==> src/rtl/dram_pkg.sv <==
// -----------------------------------------------------------------------------
// dram_pkg
// Shared definitions for the data-RAM arbiter and the MEM-stage exception
// logic: access-size encodings, arbiter FSM state encoding, and the alignment
// rule used to reject misaligned accesses before they reach the RAM.
// -----------------------------------------------------------------------------
package dram_pkg;

  // Access size as carried on size_x.
  typedef enum logic [1:0] {
    SZ_BYTE = 2'b00,
    SZ_HALF = 2'b01,
    SZ_WORD = 2'b10,
    SZ_RSVD = 2'b11
  } size_e;

  // Arbiter sequencing states.
  typedef enum logic [1:0] {
    IDLE  = 2'b00,
    ISSUE = 2'b01,
    RESP  = 2'b10,
    ERR   = 2'b11
  } state_e;

  // True when an access of the given size may start at an address with the
  // given low bits. The reserved size is never acceptable.
  function automatic logic aligned(input logic [1:0] size,
                                   input logic [1:0] addr_lo);
    case (size)
      SZ_BYTE: aligned = 1'b1;
      SZ_HALF: aligned = ~addr_lo[0];
      SZ_WORD: aligned = (addr_lo == 2'b00);
      default: aligned = 1'b0;
    endcase
  endfunction

endpackage

==> src/rtl/dram_arbiter_rr_arb2.sv <==
// -----------------------------------------------------------------------------
// rr_arb2
// Two-request round-robin picker. When both requests are high the port not
// granted last wins; a single request always wins. The last-grant register
// resets to 1 so port 0 wins the first tie.
//
// Ports:
//   clk, rst  clock, asynchronous active-high reset
//   req       request vector, bit x = port x
//   advance   a grant is being taken this cycle (updates last-grant)
//   grant     one-hot winner (all zero when no request)
//   valid     at least one request is pending
// -----------------------------------------------------------------------------
module rr_arb2 (
  input  logic       clk,
  input  logic       rst,
  input  logic [1:0] req,
  input  logic       advance,
  output logic [1:0] grant,
  output logic       valid
);

  logic last;  // index of the port granted most recently

  // NOTE: every output of a combinational block gets a default first so no
  // path can leave it unassigned and infer a latch.
  always_comb begin
    grant = 2'b00;
    if (req == 2'b11) grant = last ? 2'b01 : 2'b10;
    else              grant = req;
  end

  assign valid = |req;

  always_ff @(posedge clk or posedge rst) begin
    if (rst)                  last <= 1'b1;
    else if (advance && valid) last <= grant[1];
  end

endmodule

==> src/rtl/dram_arbiter.sv <==
// -----------------------------------------------------------------------------
// dram_arbiter
// Shares the single data-RAM port between the CPU load/store unit (port 0)
// and the DMA/debug loader (port 1). A request is granted in IDLE, checked
// for alignment, then either issued to the RAM for one cycle (ISSUE) and
// answered the cycle after (RESP), or answered immediately with an error
// (ERR) without touching the RAM.
//
// Ports (x = 0, 1):
//   clk, rst            clock, asynchronous active-high reset
//   req_x               request, held until gnt_x
//   we_x, size_x,       store flag, access size, sign-extend for loads,
//   sext_x, addr_x,     byte address and store data
//   wdata_x
//   gnt_x               one-cycle accept pulse (combinational, IDLE only)
//   rvalid_x            one-cycle completion pulse
//   rdata_x, err_x      load result / alignment error, valid with rvalid_x
//   ram_ena .. ram_din  RAM controls, non-zero only during ISSUE
//   ram_dout            RAM read data (registered inside the RAM)
// -----------------------------------------------------------------------------
module dram_arbiter
  import dram_pkg::*;
#(
  parameter int DEPTH = 3
) (
  input  logic             clk,
  input  logic             rst,

  input  logic             req_0,
  input  logic             we_0,
  input  logic [1:0]       size_0,
  input  logic             sext_0,
  input  logic [DEPTH-1:0] addr_0,
  input  logic [31:0]      wdata_0,
  output logic             gnt_0,
  output logic             rvalid_0,
  output logic [31:0]      rdata_0,
  output logic             err_0,

  input  logic             req_1,
  input  logic             we_1,
  input  logic [1:0]       size_1,
  input  logic             sext_1,
  input  logic [DEPTH-1:0] addr_1,
  input  logic [31:0]      wdata_1,
  output logic             gnt_1,
  output logic             rvalid_1,
  output logic [31:0]      rdata_1,
  output logic             err_1,

  output logic             ram_ena,
  output logic             ram_wena,
  output logic             ram_w,
  output logic             ram_h,
  output logic             ram_b,
  output logic             ram_z,
  output logic [DEPTH-1:0] ram_addr,
  output logic [31:0]      ram_din,
  input  logic [31:0]      ram_dout
);

  state_e           state;
  logic             port;       // port owning the access in flight
  logic [1:0]       arb_grant;
  logic             arb_valid;

  // Fields of the request selected by the arbiter this cycle.
  logic             sel;
  logic             sel_we;
  logic [1:0]       sel_size;
  logic             sel_sext;
  logic [DEPTH-1:0] sel_addr;
  logic [31:0]      sel_wdata;

  rr_arb2 u_arb (
    .clk     (clk),
    .rst     (rst),
    .req     ({req_1, req_0}),
    .advance (state == IDLE),
    .grant   (arb_grant),
    .valid   (arb_valid)
  );

  assign sel       = arb_grant[1];
  assign sel_we    = sel ? we_1    : we_0;
  assign sel_size  = sel ? size_1  : size_0;
  assign sel_sext  = sel ? sext_1  : sext_0;
  assign sel_addr  = sel ? addr_1  : addr_0;
  assign sel_wdata = sel ? wdata_1 : wdata_0;

  // Grants are only offered from IDLE; reset masks them so every output reads
  // zero while reset is held.
  assign gnt_0 = (state == IDLE) && !rst && arb_grant[0];
  assign gnt_1 = (state == IDLE) && !rst && arb_grant[1];

  // Read data is forwarded straight from the RAM's output register during
  // RESP; an error response returns zero.
  assign rdata_0 = (rvalid_0 && !err_0) ? ram_dout : 32'd0;
  assign rdata_1 = (rvalid_1 && !err_1) ? ram_dout : 32'd0;

  // The RAM controls are loaded on the way into ISSUE and cleared on the way
  // out, so they are registered and asserted for exactly the ISSUE cycle.
  // rvalid/err are loaded on the way into RESP/ERR for the same reason.
  // NOTE: state and registered outputs use non-blocking assignments so every
  // flop samples the pre-edge values regardless of statement order.
  always_ff @(posedge clk or posedge rst) begin
    if (rst) begin
      state    <= IDLE;
      port     <= 1'b0;
      rvalid_0 <= 1'b0;
      rvalid_1 <= 1'b0;
      err_0    <= 1'b0;
      err_1    <= 1'b0;
      ram_ena  <= 1'b0;
      ram_wena <= 1'b0;
      ram_w    <= 1'b0;
      ram_h    <= 1'b0;
      ram_b    <= 1'b0;
      ram_z    <= 1'b0;
      ram_addr <= '0;
      ram_din  <= '0;
    end else begin
      // Pulses and RAM controls default low; the state arms set them.
      rvalid_0 <= 1'b0;
      rvalid_1 <= 1'b0;
      err_0    <= 1'b0;
      err_1    <= 1'b0;
      ram_ena  <= 1'b0;
      ram_wena <= 1'b0;
      ram_w    <= 1'b0;
      ram_h    <= 1'b0;
      ram_b    <= 1'b0;
      ram_z    <= 1'b0;
      ram_addr <= '0;
      ram_din  <= '0;

      case (state)
        IDLE: begin
          if (arb_valid) begin
            port <= sel;
            if (aligned(sel_size, sel_addr[1:0])) begin
              state    <= ISSUE;
              ram_ena  <= 1'b1;
              ram_wena <= sel_we;
              ram_addr <= sel_addr;
              ram_din  <= sel_wdata;
              ram_w    <= (sel_size == SZ_WORD);
              ram_h    <= (sel_size == SZ_HALF);
              ram_b    <= (sel_size == SZ_BYTE);
              ram_z    <= sel_sext && (sel_size != SZ_WORD);
            end else begin
              // Misaligned or reserved size: answer without touching the RAM.
              state <= ERR;
              if (sel) begin
                rvalid_1 <= 1'b1;
                err_1    <= 1'b1;
              end else begin
                rvalid_0 <= 1'b1;
                err_0    <= 1'b1;
              end
            end
          end
        end

        ISSUE: begin
          state <= RESP;
          if (port) rvalid_1 <= 1'b1;
          else      rvalid_0 <= 1'b1;
        end

        RESP:    state <= IDLE;
        ERR:     state <= IDLE;
        default: state <= IDLE;
      endcase
    end
  end

endmodule

==> config.mk <==
export PLATFORM = sky130hd
export DESIGN_NAME = dram_arbiter
export DESIGN_NICKNAME = d
export VERILOG_FILES = /design/src/rtl/dram_pkg.sv /design/src/rtl/dram_arbiter_rr_arb2.sv /design/src/rtl/dram_arbiter.sv
export SDC_FILE = /design/constraint.sdc
export NUM_CORES = 1
export LEC_CHECK = 0
export CAP_MARGIN = 40
export CORE_ASPECT_RATIO = 0.75
export CORE_UTILIZATION = 30
export CTS_BUF_LIST = sky130_fd_sc_hd__clkbuf_8
export CTS_CLUSTER_DIAMETER = 60
export DETAILED_ROUTE_END_ITERATION = 7
export PLACE_DENSITY = 0.85
export SLEW_MARGIN = 20
export SYNTH_ARGS = -nofsm -noshare
export SYNTH_HDL_FRONTEND = slang
export SYNTH_SLANG_ARGS = --single-unit
==> constraint.sdc <==
create_clock -name clk -period 1.3 [get_ports clk]
set_input_delay 0.13 -clock clk [delete_from_list [all_inputs] [get_ports clk]]
set_output_delay 0.13 -clock clk [all_outputs]
set_load 0.02 [all_outputs]
Yosys cells after proc, flatten, opt, wreduce, memory -nomap -nowiden
Cells that the tools add are included.
{ "classes": {"eq_ne": 8, "n_mux": 51, "bitwise": 1, "reduce_logical": 16} }
{ "op_table": {"columns": ["cell", "count"], "rows": [
  ["$mux 32", 6],
  ["$mux 1", 32],
  ["$mux 3", 4],
  ["$mux 2", 5],
  ["$eq 2x2->1 const B", 4],
  ["$logic_and 1x1->1", 7],
  ["$logic_not 2->1", 3],
  ["$pmux 2 s3", 1],
  ["$eq 2x1->1 const B", 2],
  ["$ne 2x2->1 const B", 2],
  ["$pmux 1 s2", 2],
  ["$reduce_or 2->1", 2],
  ["$logic_not 1->1", 3],
  ["$pmux 1 s3", 1],
  ["$reduce_and 2->1", 1],
  ["$not 1->1", 1]
]} }
{ "totals": {"regBits": 49, "input_bits": 114, "out_inout_bits": 111, "wordCells": 91} }

Longest topological paths before layout
Gate-level depths: netlist (run 1).
{ "logic_depth": {"word_depth": 10, "mapped_depth": 7} }

Cells and area by module
From an unflattened synthesis (run 1), not the netlist that was laid out.
{ "hier_totals": {"hier_cells": 251, "hier_area_um2": 2751.4} }
{ "by_module_without_submodules": {"columns": ["module", "n_inst", "cells_per_inst", "area_per_inst_um2"], "rows": [
  ["dram_arbiter", 1, 243, 2685.1],
  ["rr_arb2", 1, 8, 66.3]
]} }

Least setup slack after synthesis (run 1)
OpenSTA, ideal clock, no wires.
{ "synth_timing": {"kind": "register to register", "from": "register u_arb.last", "to": "register ram_din[12]", "setup_time_ps": 118, "arrival_ps": 1255, "t_required_ps": 1182, "path_slack_ps": -73, "path_stages_with_launch": 7, "path_cell_list": "dfstp_2 -> a21bo_2 -> o221ai_2 -> nand3_2 -> buf_6 -> buf_12 -> a21oi_2"} }
{ "synth_between": {"elab_chain_len": 10} }
{ "synth_rtl": {"columns": ["element", "line", "rtl"], "rows": [
  ["from (decl)", "dram_arbiter_rr_arb2.sv:23", "logic last;"],
  ["from (signal assigned)", "dram_arbiter_rr_arb2.sv:37", "else if (advance && valid) last <= grant[1];"],
  ["$mux 2 (*) (2 in a row)", "dram_arbiter_rr_arb2.sv:29", "if (req == 2'b11) grant = last ? 2'b01 : 2'b10;"],
  ["$mux 2 or $mux 3 (tied branches)", "dram_arbiter.sv:86, dram_arbiter.sv:88", null],
  ["$eq 2x2->1 (tied with other cells)", "dram_pkg.sv:29", "case (size)"],
  ["$pmux 1 s3", "dram_pkg.sv:29", null],
  ["$mux 1", "dram_arbiter.sv:139", "if (arb_valid) begin"],
  ["$mux 1", "dram_arbiter.sv:137", "case (state)"],
  ["$mux 32 (*)", "dram_arbiter.sv:141", "if (aligned(sel_size, sel_addr[1:0])) begin"],
  ["$mux 32 (*)", "dram_arbiter.sv:139", null],
  ["$mux 32 (*)", "dram_arbiter.sv:137", null],
  ["to (signal assigned)", "dram_arbiter.sv:146", "ram_din <= sel_wdata;"],
  ["to (decl)", "dram_arbiter.sv:58", "output logic [31:0] ram_din,"]
]} }
Every way passes the cells marked *; elsewhere a longest branch is shown, timed or not. The select of a mux whose other input is x is not followed.
A chain may end at the register's enable or synchronous reset.

Final worst setup path (run 1)
{ "layout_timing": {"from": "register err_0", "to": "output port rdata_0[27]"} }
{ "layout_between": {"elab_chain_len": 3} }
{ "layout_rtl": {"columns": ["element", "line", "rtl"], "rows": [
  ["from (decl)", "dram_arbiter.sv:38", "output logic err_0,"],
  ["from (signal assigned)", "dram_arbiter.sv:112", "err_0 <= 1'b0;"],
  ["from (signal assigned)", "dram_arbiter.sv:126", "err_0 <= 1'b0;"],
  ["from (signal assigned)", "dram_arbiter.sv:159", "err_0 <= 1'b1;"],
  ["$logic_not 1->1", "dram_arbiter.sv:98", "assign rdata_0 = (rvalid_0 && !err_0) ? ram_dout : 32'd0;"],
  ["$logic_and 1x1->1", "dram_arbiter.sv:98", null],
  ["$mux 32", "dram_arbiter.sv:98", null],
  ["to (decl)", "dram_arbiter.sv:37", "output logic [31:0] rdata_0,"]
]} }
Every way passes these cells.

==> reports/results.txt, run 1 <==
status: finished with violations
failing checks: negative setup slack
clock share of power: 12.4%
Gate power share: 66.8%
Post-synth top flop: dfrtp_1
clk_lat worst skew: 0.32 ns
fin nets: 676
H-tree levels: 2
P_int: 5.91 mW
kind of critical path: flop to output pin
count of cell types in the netlist: 35
leakage dissipation: 3.04 nW
Slew @ Worst Pin: 0.286 ns
Die Span Y: 83.4 µm
fmax: 0.612 GHz
synth top area cells: dfrtp_1 45%, and2_1 15%, nand2_1 10%, a21oi_2 9.3%, buf_12 2.3%
register area share after synthesis: 46.3%
GR Layer Usage met2: 51.7%
EDFF count, synth: 0
Final Max Tran Viols: 0
GRT Total Usage: 27.1%
Cells after Synth: 283
largest net degree at the start of global routing: 49
Avg Vias per Cell: 4.97
PortBufs: 224
slew margin rel.: 80.9%
Switching Share: 39.2%
Clock Skews: 0.0113 ns
Max clock buf depth: 2
Syn Area/Cell: 9.36 µm²
met3 GRT Util: 7.74%
Yosys top cell by area: dfrtp_1
grt peak-use layer: met2
Sequential Power Share: 20.8%
die area: 9220 µm²
CTS clock-pin slew for the worst setup and hold paths: 0.10 ns
# rows: 29
PnR worst setup slack: -0.333 ns
Fin. Hold Viols: 0
First DRT Iteration DRCs: 144
worst vdd ir: 1120 µV
register bit total from synthesis: 49
CTS buffer count: 5
Required @ worst endpoint: 1.17 ns
Die W: 111 µm
largest register by flop count: ram_din
Worst Setup End Kind: output pin
Switch Pwr: 3.82 mW
Critical Path Start: err_0
final core utilization: 74.4%
Post-Syn Nets: 397
overflow left after global routing: 0
unrepaired setup endpoints after global routing: yes
Setup TNS Final: -26.20 ns
fin crit share: 126%
worst reg2reg path startpoint: u_arb.last
Post-synth ARST share: 100%
crit start category: flop
Top Registers: ram_din: 32 flops, ram_addr: 3 flops, state: 2 flops
Top Ports: 225
initial antenna violation count: 0
arrival time worst endpoint: 1.50 ns
vias in the first global route: 3526
drt drc: 0
Initial Utilization: 31.1%
CTS tree: done
share of cells above drive strength 1: 52.0%
ANT cells: 0
Worst Hold Class: primary input to async pin
Synth Cell Area: 2650 µm²
Syn-to-layout area delta: 139%
first-pass GRT wire length: 19.3 mm
HPWL after DPL: 7.76 mm
number of nets with antenna violations after routing: 0
DR pass1 iterations: 4
minimum clock period: 1.63 ns
max_cap viols: 0
DRT Wirelength: 13.6 mm
placed cell count: 630
met1 usage: 27.4%
Placer Congestion: 0.828
PwrDens: 1530 nW/µm²
core area: 8530 µm²
share of the synthesized area in the top cell type: 45.3%
routed wire length per instance: 20.3 µm
non-filler cells, final: 671
max FFs per register: 32
Synth warnings: 0
via count: 3334
endpoints failing setup: 110
CTS root buf: clkbuf_8
worst-path maximum fanout: 8
clock sink total: 49
Min Hold Slack: 0.245 ns
power by group through the flow:
stage	clock, mW	sequential [mW]	combinational (mW)
2_1_floorplan	0	2.35	1.92
3_3_place_gp	0	2.01	4.38
3_5_place_dp	0	2.02	4.46
4_1_cts	1.18	1.99	6.01
5_1_grt	1.28	2.05	6.75
6_report	1.21	2.02	6.50
cells in the mapped netlist (2+ instances only):
cell type,instances
a21oi_1,7
a21oi_2,28
a21oi_4,2
and2_1,64
buf_12,3
buf_2,4
buf_6,2
clkbuf_1,8
dfrtp_1,48
inv_1,3
nand2_1,73
nand3b_1,2
nor2_1,7
nor2b_1,2
nor3_1,3
nor3b_1,2
o21a_1,3
o21ai_0,2
o221ai_2,2
o22ai_1,3
worst max-delay path: stages, from the launching register on:
cell     delay (ns)
dfrtp_1        0.45
nor2b_4        0.21
buf_6          0.15
buf_12         0.12
and2_4         0.15
buf_6          0.11
per-stage QoR:
| step | power (mW) | instance area (µm²) | setup slack (ns) |
|---|---|---|---|
| global placement | 6.39 | 5190 | -0.531 |
| global route | 10.1 | 6340 | -0.368 |
| detailed placement | 6.48 | 5190 | -0.611 |
| floorplan | 4.27 | 2660 | -0.0321 |
| finish | 9.73 | 6340 | -0.333 |
| CTS | 9.18 | 6160 | -0.223 |
area by class of cell:
class	count	area, µm²
Clock buffer	6	82.6
Fill cell	522	2190
Multi-Input combinational cell	212	1710
Inverter	4	18.8
Clock inverter	2	37.5
Sequential cell	49	1230
Timing Repair Buffer	290	3130
Tap cell	108	135
final timing paths:
check	to	slack (ns)	depth (start not counted)
setup reg to reg	ram_z	-0.24	6
max in group asynchronous	u_arb.last	0.54	4
setup / recovery	rdata_0[27]	-0.33	5
hold reg to reg	rvalid_0	0.53	1
min in group clk	ram_din[27]	0.35	3
hold / removal	rvalid_0	0.24	3
cell usage in the layout (no fill, tap or decap), types with 3 or more instances in the layout:
master,n
nand2_4,11
nand2_2,13
o21a_1,3
buf_12,9
nor2_1,3
buf_16,9
nor2_2,4
and2_4,65
clkbuf_8,6
a21oi_2,33
buf_8,3
dfrtp_1,48
nand2_1,49
buf_6,78
dlygate4sd2_1,43
buf_4,33
clkdlybuf4s50_1,111
timing repair:
item | 4_1_cts | 5_1_grt
cloned | 10 | 0
endpoints found under the setup margin | 156 | 113
hold buffers | 0 | 0
pin swaps | 68 | 28
resized for setup | 579 | 39
buffers inserted | 14 | 9
kinds of logic after synthesis:
logic type	synth area share, %
compound gates	17.0
buf+inv	5.85
simple gates	30.4
mux	0.378
flops	46.3
layer usage:
metal | vias up | share of wire, %
met5 | - | 0
met4 | 0 | 4.4
met3 | 46 | 6.6
met2 | 187 | 52
met1 | 1629 | 37
li1 | 1472 | -
Note: power is estimated with default switching activity, not from simulation.
==> run 2, diff against run 1 <==
- GPL_TIMING_DRIVEN: unset -> 0
- SKIP_LAST_GASP: unset -> 1
==> run 2 against run 1 <==
The flow still finishes with violations (negative setup slack). First-iteration DRC count decreased by 33%. Flip-flop and latch count unchanged. Cell count decreased by 4.8%. Sequential power about the same. Total power decreased by 18%. Worst hold slack improved by 0.099 ns. Final area decreased by 14%. Sequential share of layout area increased by 3.1 points. Combinational power decreased by 25%. Register-to-register slack about the same.
==> reports/results.txt, run 2 (synthesis results as in run 1) <==
status: finished with violations
failing checks: negative setup slack
Slew @ Worst Pin: 0.657 ns
Die Span Y: 83.4 µm
fin nets: 644
DR pass1 iterations: 4
routed wire length per instance: 15.9 µm
endpoints failing setup: 110
DP Area: 5060 µm²
Avg Vias per Cell: 4.60
worst-path maximum fanout: 10
max_cap viols: 0
vias in the first global route: 3021
Worst Hold Class: primary input to async pin
largest net degree at the start of global routing: 29
number of nets with antenna violations after routing: 0
Gate power share: 60.8%
minimum clock period: 1.55 ns
drt drc: 0
final core utilization: 64.2%
Switching Share: 39.0%
P_int: 4.87 mW
Worst Setup End Kind: flop
die area: 9220 µm²
share of cells above drive strength 1: 33.1%
slew margin rel.: 56.1%
kind of critical path: flop to flop
Max clock buf depth: 2
via count: 2939
initial antenna violation count: 0
ANT cells: 0
Min Hold Slack: 0.344 ns
CTS clock-pin slew for the worst setup and hold paths: 0.09 ns
Sequential Power Share: 25.0%
Placer Congestion: 0.915
clock sink total: 49
Top Ports: 225
fmax: 0.646 GHz
max FFs per register: 32
PnR worst setup slack: -0.249 ns
Required @ worst endpoint: 1.50 ns
crit start category: flop
Setup TNS Final: -21.24 ns
Switch Pwr: 3.12 mW
HPWL after DPL: 7.79 mm
H-tree levels: 2
worst vdd ir: 822 µV
Die W: 111 µm
CTS root buf: clkbuf_8
most frequent cells in the layout: 113 x clkdlybuf4s50_1, 72 x nand2_1, 50 x buf_4, 50 x and2_1, 48 x dfrtp_1
Design Area, Final: 5470 µm²
R2R cell count: 7
Syn-to-layout area delta: 107%
clk_lat worst skew: 0.30 ns
PwrDens: 1460 nW/µm²
GRT Total Usage: 21.4%
Initial Utilization: 31.1%
unrepaired setup endpoints after global routing: yes
arrival time worst endpoint: 1.74 ns
PortBufs: 224
core area: 8530 µm²
# rows: 29
fin crit share: 119%
DRT Wirelength: 10.2 mm
First DRT Iteration DRCs: 97
Clock Skews: 0.0101 ns
CTS tree: done
clock share of power: 14.3%
largest register by flop count: ram_din
Fin. Hold Viols: 0
leakage dissipation: 2.65 nW
CTS buffer count: 5
Final Max Tran Viols: 0
Top Registers: ram_din: 32 flops, ram_addr: 3 flops, state: 2 flops
commonest non-fill, non-tap cell in the layout: clkdlybuf4s50_1
first-pass GRT wire length: 15.5 mm
overflow left after global routing: 0
-- run 2: changes by cell type in the layout (fill, tap and decap cells not counted), moves of 4 or more --
cell	before	now
and2_4	65	15
buf_4	33	50
nand2_4	11	0
nand2_1	49	72
nand2_2	13	1
buf_12	9	5
buf_16	9	2
and2_1	0	50
buf_6	78	27
buf_8	3	8
-- run 2: cell type report --
cell class | count | area, µm²
clock buffers | 6 | 82.6
well taps | 108 | 135
inverters | 4 | 18.8
plain buffers | 18 | 236
multi-input cells | 212 | 1410
clock inverters | 2 | 37.5
repair buffers | 240 | 2320
fillers | 729 | 3050
flip-flops and latches | 49 | 1230
-- run 2: path summary, 6_finish.rpt --
check	slack [ns]	endpoint	startpoint
max in group asynchronous	0.38	u_arb.last	rst
worst max-delay path	-0.25	ram_din[2]	u_arb.last
worst min-delay path	0.34	ram_din[27]	rst
min in group clk	0.36	ram_din[0]	wdata_1[0]
worst max register to register	-0.25	ram_din[2]	u_arb.last
worst min register to register	0.46	rvalid_0	port
-- run 2: per-stage QoR --
step,instances,power (mW),setup WS [ns]
5_1_grt,639,8.42,-0.320
3_3_place_gp,615,6.23,-0.909
2_1_floorplan,283,4.27,-0.0321
4_1_cts,633,7.58,-0.225
6_report,639,7.99,-0.249
3_5_place_dp,616,6.31,-0.912
-- run 2: per-layer routing --
metal	GRT usage, %	vias to the layer above	part of all wire, %
li1	-	1403	-
met1	23.4	1381	37
met2	39.5	143	53
met3	6.50	12	7.8
met4	6.79	0	2.2
met5	0	-	0
-- run 2: timing repair --
item	4_1_cts	5_1_grt
gates cloned	1	2
pin swaps	6	2
setup endpoints to repair	153	110
gates resized for setup	419	55
setup buffers	8	4
hold buffers	0	0
-- run 2: critical path: stages, from the launching register on --
cell and delay, ns:
dfstp_2 0.59, buf_4 0.13, a21bo_4 0.15, o221ai_4 0.12, nand3_4 0.10, buf_12 0.16, buf_12 0.15, a21oi_2 0.04
-- run 2: power by group through the flow --
stage	combinational (mW)	sequential [mW]	clock [mW]
finish	4.86	1.99	1.14
detailed placement	4.28	2.03	0
floorplan	1.92	2.35	0
global route	5.15	2.03	1.24
CTS	4.41	1.99	1.18
global placement	4.22	2.02	0
==> run 3, diff against run 2 <==
- CORE_MARGIN: unset -> 3
==> run 3 against run 2 <==
The flow still finishes with violations (negative setup slack). Global-route usage down 1.1 points. Combinational power is 11% higher. Clock skew increased by 0.0050 ns. Critical path type unchanged. Critical endpoint is now ram_din[8]. Count of clock-buffer cells in the layout stayed put. Register-to-register slack about the same. Largest power group unchanged. Critical path depth stayed put. Sequential share of layout area is 1.1 points lower. Wire length rose by 10%. Non-clock buffer count is 13 higher.
==> reports/results.txt, run 3 (synthesis results as in run 1) <==
P_int: 5.23 mW
Required @ worst endpoint: 1.50 ns
GRT Total Usage: 20.3%
PwrDens: 1480 nW/µm²
share of cells above drive strength 1: 39.2%
PnR worst setup slack: -0.250 ns
Die Span Y: 87.4 µm
initial antenna violation count: 0
DRT Wirelength: 11.2 mm
largest net degree at the start of global routing: 27
via count: 3046
Die W: 115 µm
arrival time worst endpoint: 1.75 ns
non-filler cells, final: 652
leakage dissipation: 2.82 nW
CTS buffer count: 5
fin crit share: 119%
fmax: 0.645 GHz
Worst Setup EP: ram_din[8]
failing checks: negative setup slack
vias in the first global route: 3099
worst-path maximum fanout: 8
Max clock buf depth: 2
placed cell count: 616
Slew @ Worst Pin: 0.629 ns
max_cap viols: 0
worst reg2reg path startpoint: u_arb.last
Placer Congestion: 0.885
die area: 10000 µm²
number of nets with antenna violations after routing: 0
overflow left after global routing: 0
fin nets: 657
minimum clock period: 1.55 ns
largest register by flop count: ram_din
Avg Vias per Cell: 4.67
drt drc: 0
clock sink total: 49
slew margin rel.: 58.0%
first-pass GRT wire length: 15.8 mm
commonest non-fill, non-tap cell in the layout: clkdlybuf4s50_1
unrepaired setup endpoints after global routing: yes
register-to-register setup slack: -0.25 ns
DP Area: 5060 µm²
WHS Path Cells: 2
status: finished with violations
Initial Utilization: 31.1%
core area: 8530 µm²
PortBufs: 224
Switch Pwr: 3.31 mW
CTS tree: done
Design Area, Final: 5760 µm²
Critical Path Start: u_arb.last
R2R cell count: 7
worst vdd ir: 895 µV
CTS root buf: clkbuf_8
HPWL after DPL: 7.94 mm
routed wire length per instance: 17.2 µm
most frequent cells in the layout: 108 x clkdlybuf4s50_1, 72 x nand2_1, 48 x dfrtp_1
endpoints failing setup: 110
max FFs per register: 32
reg2reg end: ram_din[8]
# rows: 29
DR pass1 iterations: 4
Fin. Hold Viols: 0
Top Registers: ram_din: 32 flops, ram_addr: 3 flops, state: 2 flops
Clock Skews: 0.0151 ns
Min Hold Slack: 0.243 ns
Worst Hold Class: primary input to flop
Sequential Power Share: 23.3%
Syn-to-layout area delta: 117%
ANT cells: 0
Final Max Tran Viols: 0
Worst Setup End Kind: flop
crit start category: flop
clock share of power: 13.3%
CTS clock-pin slew for the worst setup and hold paths: 0.09 ns
kind of critical path: flop to flop
First DRT Iteration DRCs: 81
clk_lat worst skew: 0.31 ns
H-tree levels: 2
Top Ports: 225
Gate power share: 63.3%
Switching Share: 38.8%
[run 3: final cells by class]
class | instances | area (µm²)
Tap cell | 108 | 135
Multi-Input combinational cell | 212 | 1510
Inverter | 4 | 21.3
Clock inverter | 2 | 33.8
Timing Repair Buffer | 253 | 2510
Sequential cell | 49 | 1230
Buffer | 18 | 229
Clock buffer | 6 | 82.6
Fill cell | 637 | 2770
[run 3: critical path, stage by stage (launching register included)]
cell	delay, ns
dfstp_2	0.58
buf_6	0.11
a21bo_4	0.15
o221ai_4	0.11
nand3_4	0.12
buf_12	0.17
clkbuf_16	0.16
a21oi_2	0.03
[run 3: how the worst min path moves through the flow]
stage,from,end,slack (ns)
after floorplan,rst,err_0,0.17
after global placement,port,rvalid_0,0.44
after detailed placement,port,rvalid_0,0.46
after CTS,req_1,u_arb.last,0.29
after global routing,size_1[0],ram_h,0.26
final,req_0,u_arb.last,0.24
[run 3: what timing repair did]
action / 4_1_cts / 5_1_grt
pin swaps: 32 / 13
cloned: 5 / 2
hold buffers: 0 / 0
buffers inserted: 14 / 9
resized for setup: 499 / 35
endpoints found under the hold margin: 0 / 0
setup endpoints to repair: 154 / 110
[run 3: layer usage]
metal	part of all wire [%]	up-vias	GRT usage, %
li1	-	1429	-
met1	35	1440	20.6
met2	53	158	39.3
met3	10	19	7.22
met4	1.8	0	5.39
met5	0	-	0
[run 3: per-stage QoR]
stage / utilization [%] / setup WS (ns) / total power [mW] / TNS [ns]
after CTS: 65.2 / -0.248 / 8.18 / -19.40
after detailed placement: 59.4 / -0.925 / 6.31 / -55.40
final: 67.5 / -0.250 / 8.54 / -20.27
after global routing: 67.5 / -0.299 / 8.93 / -25.63
after global placement: 59.1 / -0.906 / 6.24 / -59.34
after floorplan: - / -0.0321 / 4.27 / -0.918
[run 3: power by group through the flow]
stage	sequential, mW	clock [mW]	combinational [mW]
4_1_cts	1.99	1.17	5.02
5_1_grt	2.03	1.22	5.69
6_report	1.99	1.14	5.41
3_5_place_dp	2.03	0	4.28
2_1_floorplan	2.35	0	1.92
3_3_place_gp	2.02	0	4.22
